$ cat src/rtl/signed_bcd_if.sv
// Handshake and digit bundle between the signed adder, the BCD converter
// and the seven-segment decoders.
interface signed_bcd_if #(
  parameter int WIDTH = 8
);
  logic             start;
  logic [WIDTH-1:0] result;
  logic             busy;
  logic             done;
  logic             neg;
  logic [3:0]       hundreds;
  logic [3:0]       tens;
  logic [3:0]       ones;

  modport master (
    output start, result,
    input  busy, done, neg,
    input  hundreds, tens, ones
  );

  modport slave (
    input  start, result,
    output busy, done, neg,
    output hundreds, tens, ones
  );
endinterface

$ cat src/rtl/signed_bcd_converter.sv
// Sequential double-dabble: signed WIDTH-bit sum -> sign + 3 BCD digits,
// one magnitude bit per clock, start/busy/done handshake.
module signed_bcd_converter #(
  parameter int WIDTH = 8
) (
  input  logic       clk,
  input  logic       rst_n,
  signed_bcd_if.slave bus
);

  typedef enum logic {IDLE, SHIFT} state_t;

  localparam logic [3:0] LAST = 4'(WIDTH - 1);

  state_t           state, state_n;
  logic             neg_p, neg_p_n;
  logic [WIDTH-1:0] mag, mag_n, mag_in;
  logic [11:0]      bcd, bcd_n, bcd_adj, bcd_sh;
  logic [3:0]       cnt, cnt_n;
  logic             busy_q, busy_n;
  logic             done_q, done_n;
  logic             neg_q, neg_n;
  logic [3:0]       hun_q, hun_n;
  logic [3:0]       ten_q, ten_n;
  logic [3:0]       one_q, one_n;

  function automatic logic [3:0] adj3(input logic [3:0] d);
    return (d >= 4'd5) ? d + 4'd3 : d;
  endfunction

  // -2^(WIDTH-1) negates to itself, read back as the unsigned 2^(WIDTH-1)
  assign mag_in = bus.result[WIDTH-1]
                ? ~bus.result + WIDTH'(1)
                : bus.result;

  assign bcd_adj = {adj3(bcd[11:8]), adj3(bcd[7:4]), adj3(bcd[3:0])};
  assign bcd_sh  = {bcd_adj[10:0], mag[WIDTH-1]};

  always_comb begin
    state_n = state;
    neg_p_n = neg_p;
    mag_n   = mag;
    bcd_n   = bcd;
    cnt_n   = cnt;
    busy_n  = busy_q;
    done_n  = 1'b0;
    neg_n   = neg_q;
    hun_n   = hun_q;
    ten_n   = ten_q;
    one_n   = one_q;
    unique case (state)
      IDLE: begin
        if (bus.start) begin
          neg_p_n = bus.result[WIDTH-1];
          mag_n   = mag_in;
          bcd_n   = '0;
          cnt_n   = '0;
          busy_n  = 1'b1;
          state_n = SHIFT;
        end
      end
      SHIFT: begin
        bcd_n = bcd_sh;
        mag_n = {mag[WIDTH-2:0], 1'b0};
        cnt_n = cnt + 4'd1;
        if (cnt == LAST) begin
          hun_n   = bcd_sh[11:8];
          ten_n   = bcd_sh[7:4];
          one_n   = bcd_sh[3:0];
          neg_n   = neg_p;
          done_n  = 1'b1;
          busy_n  = 1'b0;
          state_n = IDLE;
        end
      end
      default: state_n = IDLE;
    endcase
  end

  always_ff @(posedge clk or negedge rst_n) begin
    if (!rst_n) begin
      state  <= IDLE;
      neg_p  <= 1'b0;
      mag    <= '0;
      bcd    <= '0;
      cnt    <= '0;
      busy_q <= 1'b0;
      done_q <= 1'b0;
      neg_q  <= 1'b0;
      hun_q  <= '0;
      ten_q  <= '0;
      one_q  <= '0;
    end else begin
      state  <= state_n;
      neg_p  <= neg_p_n;
      mag    <= mag_n;
      bcd    <= bcd_n;
      cnt    <= cnt_n;
      busy_q <= busy_n;
      done_q <= done_n;
      neg_q  <= neg_n;
      hun_q  <= hun_n;
      ten_q  <= ten_n;
      one_q  <= one_n;
    end
  end

  assign bus.busy     = busy_q;
  assign bus.done     = done_q;
  assign bus.neg      = neg_q;
  assign bus.hundreds = hun_q;
  assign bus.tens     = ten_q;
  assign bus.ones     = one_q;

endmodule

$ cat src/flat_wrapper.sv
// flat-port wrapper written by rule: the top's interface ports become plain ports
module signed_bcd_converter_flat 
#(
  parameter int WIDTH = 8
)
  (clk, rst_n, bus_start, bus_result, bus_busy, bus_done, bus_neg, bus_hundreds, bus_tens, bus_ones);
  signed_bcd_if #(.WIDTH(WIDTH)) bus_i ();
  input  logic clk;
  input  logic rst_n;
  input wire logic [$bits(bus_i.start)-1:0] bus_start;
  input wire logic [$bits(bus_i.result)-1:0] bus_result;
  output wire logic [$bits(bus_i.busy)-1:0] bus_busy;
  output wire logic [$bits(bus_i.done)-1:0] bus_done;
  output wire logic [$bits(bus_i.neg)-1:0] bus_neg;
  output wire logic [$bits(bus_i.hundreds)-1:0] bus_hundreds;
  output wire logic [$bits(bus_i.tens)-1:0] bus_tens;
  output wire logic [$bits(bus_i.ones)-1:0] bus_ones;
  assign bus_i.start = bus_start;
  assign bus_i.result = bus_result;
  assign bus_busy = bus_i.busy;
  assign bus_done = bus_i.done;
  assign bus_neg = bus_i.neg;
  assign bus_hundreds = bus_i.hundreds;
  assign bus_tens = bus_i.tens;
  assign bus_ones = bus_i.ones;
  signed_bcd_converter #(.WIDTH(WIDTH)) u_core (.clk(clk), .rst_n(rst_n), .bus(bus_i));
endmodule
$ cat config.mk
export PLATFORM = sky130hd
export DESIGN_NAME = signed_bcd_converter_flat
export DESIGN_NICKNAME = d
export VERILOG_FILES = /design/src/rtl/signed_bcd_if.sv /design/src/rtl/signed_bcd_converter.sv /design/src/flat_wrapper.sv
export SDC_FILE = /design/constraint.sdc
export NUM_CORES = 1
export LEC_CHECK = 0
export CORE_ASPECT_RATIO = 0.9
export CORE_MARGIN = 1.5
export CORE_UTILIZATION = 55
export CTS_BUF_LIST = sky130_fd_sc_hd__clkbuf_8
export DETAILED_ROUTE_END_ITERATION = 12
export GPL_TIMING_DRIVEN = 0
export PLACE_DENSITY = 0.9
export SETUP_SLACK_MARGIN = 0.3
export SLEW_MARGIN = 10
export SYNTH_ARGS = -nofsm -noshare
export SYNTH_HDL_FRONTEND = slang
export SYNTH_SLANG_ARGS = --single-unit
$ cat constraint.sdc
create_clock -name clk -period 4.75 [get_ports clk]
set_input_delay 0.7125 -clock clk [delete_from_list [all_inputs] [get_ports clk]]
set_output_delay 0.7125 -clock clk [all_outputs]
set_load 0.05 [all_outputs]
Word-level counts from Yosys, hierarchy flattened
Cells that the tools add are included.
{ "totals": {"elab_cells": 45, "ramBits": 0, "romBits": 0, "latchBits": 0, "regBits": 41, "out_inout_bits": 15, "input_bits": 11, "memories": 0} }
{ "op_classes": {"n_eq_ne": 3, "shift": 0, "magnitude_cmp": 3, "n_addsub": 5, "mul": 0, "n_div": 0, "n_reduce_logical": 3, "n_mux": 18, "bitwise_logic": 2} }
{ "ops": {"columns": ["cell", "n"], "rows": [
  ["12-bit case mux with 2 select lines", 1],
  ["8-bit 2-to-1 mux", 2],
  ["8-bit case mux with 2 select lines", 1],
  ["4-bit by 3-bit >= comparator with 1-bit output, second input constant", 3],
  ["12-bit 2-to-1 mux", 1],
  ["4-bit 2-to-1 mux", 3],
  ["4-bit by 2-bit adder with 4-bit output, second input constant", 2],
  ["8-bit by 1-bit adder with 8-bit output, second input constant", 1],
  ["8-bit inverter", 1],
  ["4-bit case mux with 2 select lines", 1],
  ["1-bit 2-to-1 mux", 6],
  ["2-bit AND reduction", 3],
  ["4-bit by 1-bit adder with 4-bit output, second input constant", 1],
  ["4-bit by 3-bit equality test with 1-bit output, second input constant", 1],
  ["2-bit != test, second input constant", 2],
  ["1-bit case mux with 2 select lines", 2],
  ["3-bit by 2-bit adder with 3-bit output, second input constant", 1],
  ["3-bit 2-to-1 mux", 1],
  ["1-bit inverter", 1]
]} }

Longest topological paths before layout
{ "depth": {"depth_word": 5, "mapped_depth": 6, "mapped_depth_nobuf": 6} }

Least setup slack after synthesis
No wires, ideal clock.
{ "synth_timing": {"path_kind": "input to register", "startpoint": "input bus_result[4]", "endpoint": "register u_core.mag[5]", "required_ns": 4.626, "setup_ns": 0.124, "arrival_time_ns": 1.490, "stages": 4, "path_buffers": 0, "setup_slack_ns": 3.136, "cell_sequence": "or3_4 o31ai_4 xor2_1 o21ai_1"} }
{ "synth_between": {"elab_chain_len": 5} }
{ "synth_lines": {"columns": ["item", "line_no", "rtl"], "rows": [
  ["start, declared", "flat_wrapper.sv:11", "input wire logic [$bits(bus_i.result)-1:0] bus_result;"],
  ["8-bit inverter", "signed_bcd_converter.sv:33", "? ~bus.result + WIDTH'(1)"],
  ["8-bit by 1-bit adder with 8-bit output", "signed_bcd_converter.sv:33", null],
  ["8-bit 2-to-1 mux", "signed_bcd_converter.sv:33", null],
  ["8-bit 2-to-1 mux", "signed_bcd_converter.sv:53", "if (bus.start) begin"],
  ["8-bit case mux with 2 select lines", "signed_bcd_converter.sv:51", "unique case (state)"],
  ["end signal, assigned", "signed_bcd_converter.sv:96", "mag <= mag_n;"],
  ["end, declared", "signed_bcd_converter.sv:17", "logic [WIDTH-1:0] mag, mag_n, mag_in;"]
]} }
No other way between the ends. The select of a mux whose other input is x is not followed.
A chain may end at the register's enable or synchronous reset.

Worst setup path after layout
{ "layout_timing": {"startpoint": "register u_core.ten_q[3], in the netlist u_core.bus.tens[3]", "endpoint": "output bus_tens[3]"} }
{ "layout_lines": {"columns": ["item", "line_no", "rtl"], "rows": [
  ["start, declared", "signed_bcd_converter.sv:24", "logic [3:0] ten_q, ten_n;"],
  ["start signal, assigned", "signed_bcd_converter.sv:103", "ten_q <= ten_n;"],
  ["end, declared", "flat_wrapper.sv:16", "output wire logic [$bits(bus_i.tens)-1:0] bus_tens;"]
]} }
No word-level cell between the ends.

==> run summary <==
DR pass1 iterations -> 4
FF+latch count, synth -> 41
Cell Chain, Critical Path -> clkdlybuf4s50_1
met3 Use GR -> 0.0494
DRC -> 0
kind of critical path -> reg2out
Final #Nets -> 259
first-pass GRT wire length -> 6.54 mm
RSZ-0062 raised after global routing -> no
htree depth -> 2
Seq/Total Area, Yosys -> 0.498
post-layout util -> 0.707
worst slew pin tran -> 0.546 ns
Post-Route WL -> 3.95 mm
row count -> 20
Period Utilization, post-route -> 0.456
1st-iter DRT viols -> 116
Max VDD drop -> 0.298 mV
Critical Path AT -> 1.45 ns
largest net degree at the start of global routing -> 25
Clock transition at path regs -> 0.08 ns
layout cells sized above 1 -> 0.0788
worst-path fanout max -> 2
CP Capture Type -> output pin
Post-Synth XOR/XNOR Area -> 0.0340
Initial Util -> 0.593
min Tclk post-route -> 2.16 ns
Final ANT Viol Nets -> 0
mapped cell area -> 2060 µm²
post-CTS sizing -> 0
Worst EP required -> 4.04 ns
CTS tree -> done
Syn Area/Cell -> 9.91 µm²
die width -> 67.5 µm
post-synth cell types -> 29
Synth area leader -> dfrtp_1
GR Util met1 -> 0.285
vias per cell -> 5.53
height of the chip -> 61.1 µm
Total GRT Usage -> 0.220
Slew Viols, Final -> 0
Avg WL per Cell -> 13.9 µm
top-area cell type share of the netlist area -> 0.498
Compound-Gate Fraction of Synth Area -> 0.130
Vias -> 1577
final instance area -> 2460 µm²
Buf/Inv on CP -> 1
Hold WC Path Type -> in2async
cts hold-fix bufs -> 0
fmax -> 462 MHz
Skew-Pair Late Insertion Delay -> 0.30 ns
GP Congestion -> 0.800
Setup violations, final -> 0
nature of the critical path startpoint -> register
Placed Area -> 2380 µm²
CP delay by family, top -> buffers and inverters
synth warn -> 0
Root Buffer -> clkbuf_8
setup_tns -> 0 ns
adder-cell share of the synthesized area -> 0.0485
synth top area cells -> dfrtp_1 (50%), nand2_1 (6.2%), mux2i_1 (5.8%)
Clock Path Buffers -> 2
clock skew -> 0.00804 ns
vias in the first global route -> 1436
GRT met2 Usage -> 0.367
multiplexer share of the synthesized area -> 0.0801
CTS sink count -> 41
I/O pins -> 26
GR peak layer -> met2
core area -> 3480 µm²
die area -> 4130 µm²
slowest cell delay on critical path -> 0.80 ns
Synthesized Nets -> 227
post-CTS setup buffer count -> 0
Synth Instances -> 208
Num CTS Buffers -> 5
Pleak -> 0.00116 µW
relative slew slack -> 0.636
Max Cap Violations -> 0
number of buffers added on ports -> 24
n_diodes -> 0
Simple-Gate Fraction of Synth Area -> 0.167
initial antenna violation count -> 0
Area growth, synth to finish -> 19.3%
Detail Placement HPWL -> 2.84 mm
largest family of logic cells by synthesized area -> simple AND/OR/NAND/NOR gates
status -> completed
Hold Vio Cnt, Final -> 0
critical path's slowest cell -> clkdlybuf4s50_1
GRT Residual Overflow -> 0
Power Density -> 675 nW/µm²
-- final cells by class --
cell class	count	area (µm²)
fillers	281	1020
clock buffers	5	68.8
flip-flops and latches	41	1030
well taps	44	55.1
repair buffers	25	263
inverters	12	45.0
clock inverters	3	11.3
multi-input cells	146	947
plain buffers	9	43.8
-- path summary, 6_finish.rpt --
kind / startpoint / end / slack (ns) / cells after the start
min reg2reg: u_core.neg_p / u_core.bus.neg / 0.48 / 2
max in group asynchronous: rst_n / u_core.bus.neg / 3.94 / 2
min in group clk: u_core.neg_p / u_core.bus.neg / 0.48 / 2
max: u_core.bus.tens[3] / bus_tens[3] / 2.59 / 1
min: rst_n / u_core.bus.tens[1] / 0.35 / 1
max reg2reg: u_core.bcd[0] / u_core.bus.ones[2] / 3.00 / 6
-- layout by cell type, fill, tap and decap left out, types with 3 or more instances in the layout --
master / Yosys / routed
a21oi_1: 14 / 14
buf_2: 5 / 6
clkbuf_1: 3 / 3
clkbuf_8: 0 / 5
clkdlybuf4s50_1: 0 / 23
dfrtp_1: 41 / 41
ha_1: 8 / 8
inv_1: 12 / 15
mux2_2: 4 / 4
mux2i_1: 12 / 12
nand2_1: 34 / 34
nand2b_1: 6 / 6
nand3_1: 5 / 5
nor2_1: 5 / 5
nor3b_1: 11 / 11
o21ai_0: 23 / 23
xnor2_1: 6 / 6
-- per-layer routing --
metal  share of wire  routed length (µm)
met5               0                   0
met4           0.014                  56
met3           0.033                 129
met2            0.48                1890
met1            0.47                1870
-- cells by family after synthesis --
family,after synthesis
AO/OA/AOI/OAI,46
XOR/XNOR,8
adder cells (fa/ha/maj),8
buffers and inverters,21
flip-flops,41
multiplexers,16
AND/OR/NAND/NOR,68
-- metrics by stage --
stage | worst slack (ns) | instances | hold slack, ns | power [µW]
finish | 2.59 | 285 | 0.347 | 1660
global route | 2.53 | 285 | 0.387 | 1780
CTS | 2.58 | 285 | 0.364 | 1670
detailed placement | 2.39 | 277 | 0.449 | 1460
global placement | 1.96 | 276 | 0.449 | 1410
floorplan | 3.14 | 208 | 0.417 | 1210
-- power by group --
| group | total [µW] | switching, µW | internal (µW) |
|---|---|---|---|
| registers | 609 | 109 | 500 |
| clock network | 212 | 114 | 97.9 |
| logic | 840 | 498 | 341 |
-- worst reg2reg max path: cells and delay by family, from the launching register on --
| family | cells | cell delay, ns |
|---|---|---|
| AOI/OAI and AO/OA | 2 | 0.43 |
| DFF | 1 | 0.39 |
| muxes | 1 | 0.38 |
| adders and majority gates | 1 | 0.25 |
| buffers and inverters | 1 | 0.11 |
| and+or+nand+nor | 1 | 0.09 |
-- registers in the layout, summed over array words and instances, names as in the netlist --
register / count
u_core.cnt: 4
u_core.state: 1
u_core.bcd: 12
u_core.bus.neg: 1
u_core.mag: 8
u_core.bus.done: 1
u_core.bus.busy: 1
u_core.bus.tens: 4
u_core.bus.ones: 4
u_core.bus.hundreds: 4
u_core.neg_p: 1
-- cells in the mapped netlist --
master    number
nand3_1        5
a22o_1         2
a21oi_1       14
ha_1           8
o31ai_1        2
mux2_2         4
xor2_1         2
or4_1          1
o21ai_1        1
nor3b_1       11
buf_4          1
nor3_1         2
nor2b_1        1
clkbuf_1       3
nor2_1         5
inv_1         12
or3_4          1
nand2_1       34
o21ai_0       23
nand4b_1       2
nand2b_1       6
xnor2_1        6
a221oi_1       1
buf_2          5
a22oi_1        1
a21boi_0       1
dfrtp_1       41
o31ai_4        1
mux2i_1       12
(Power assumes the default switching activity.)
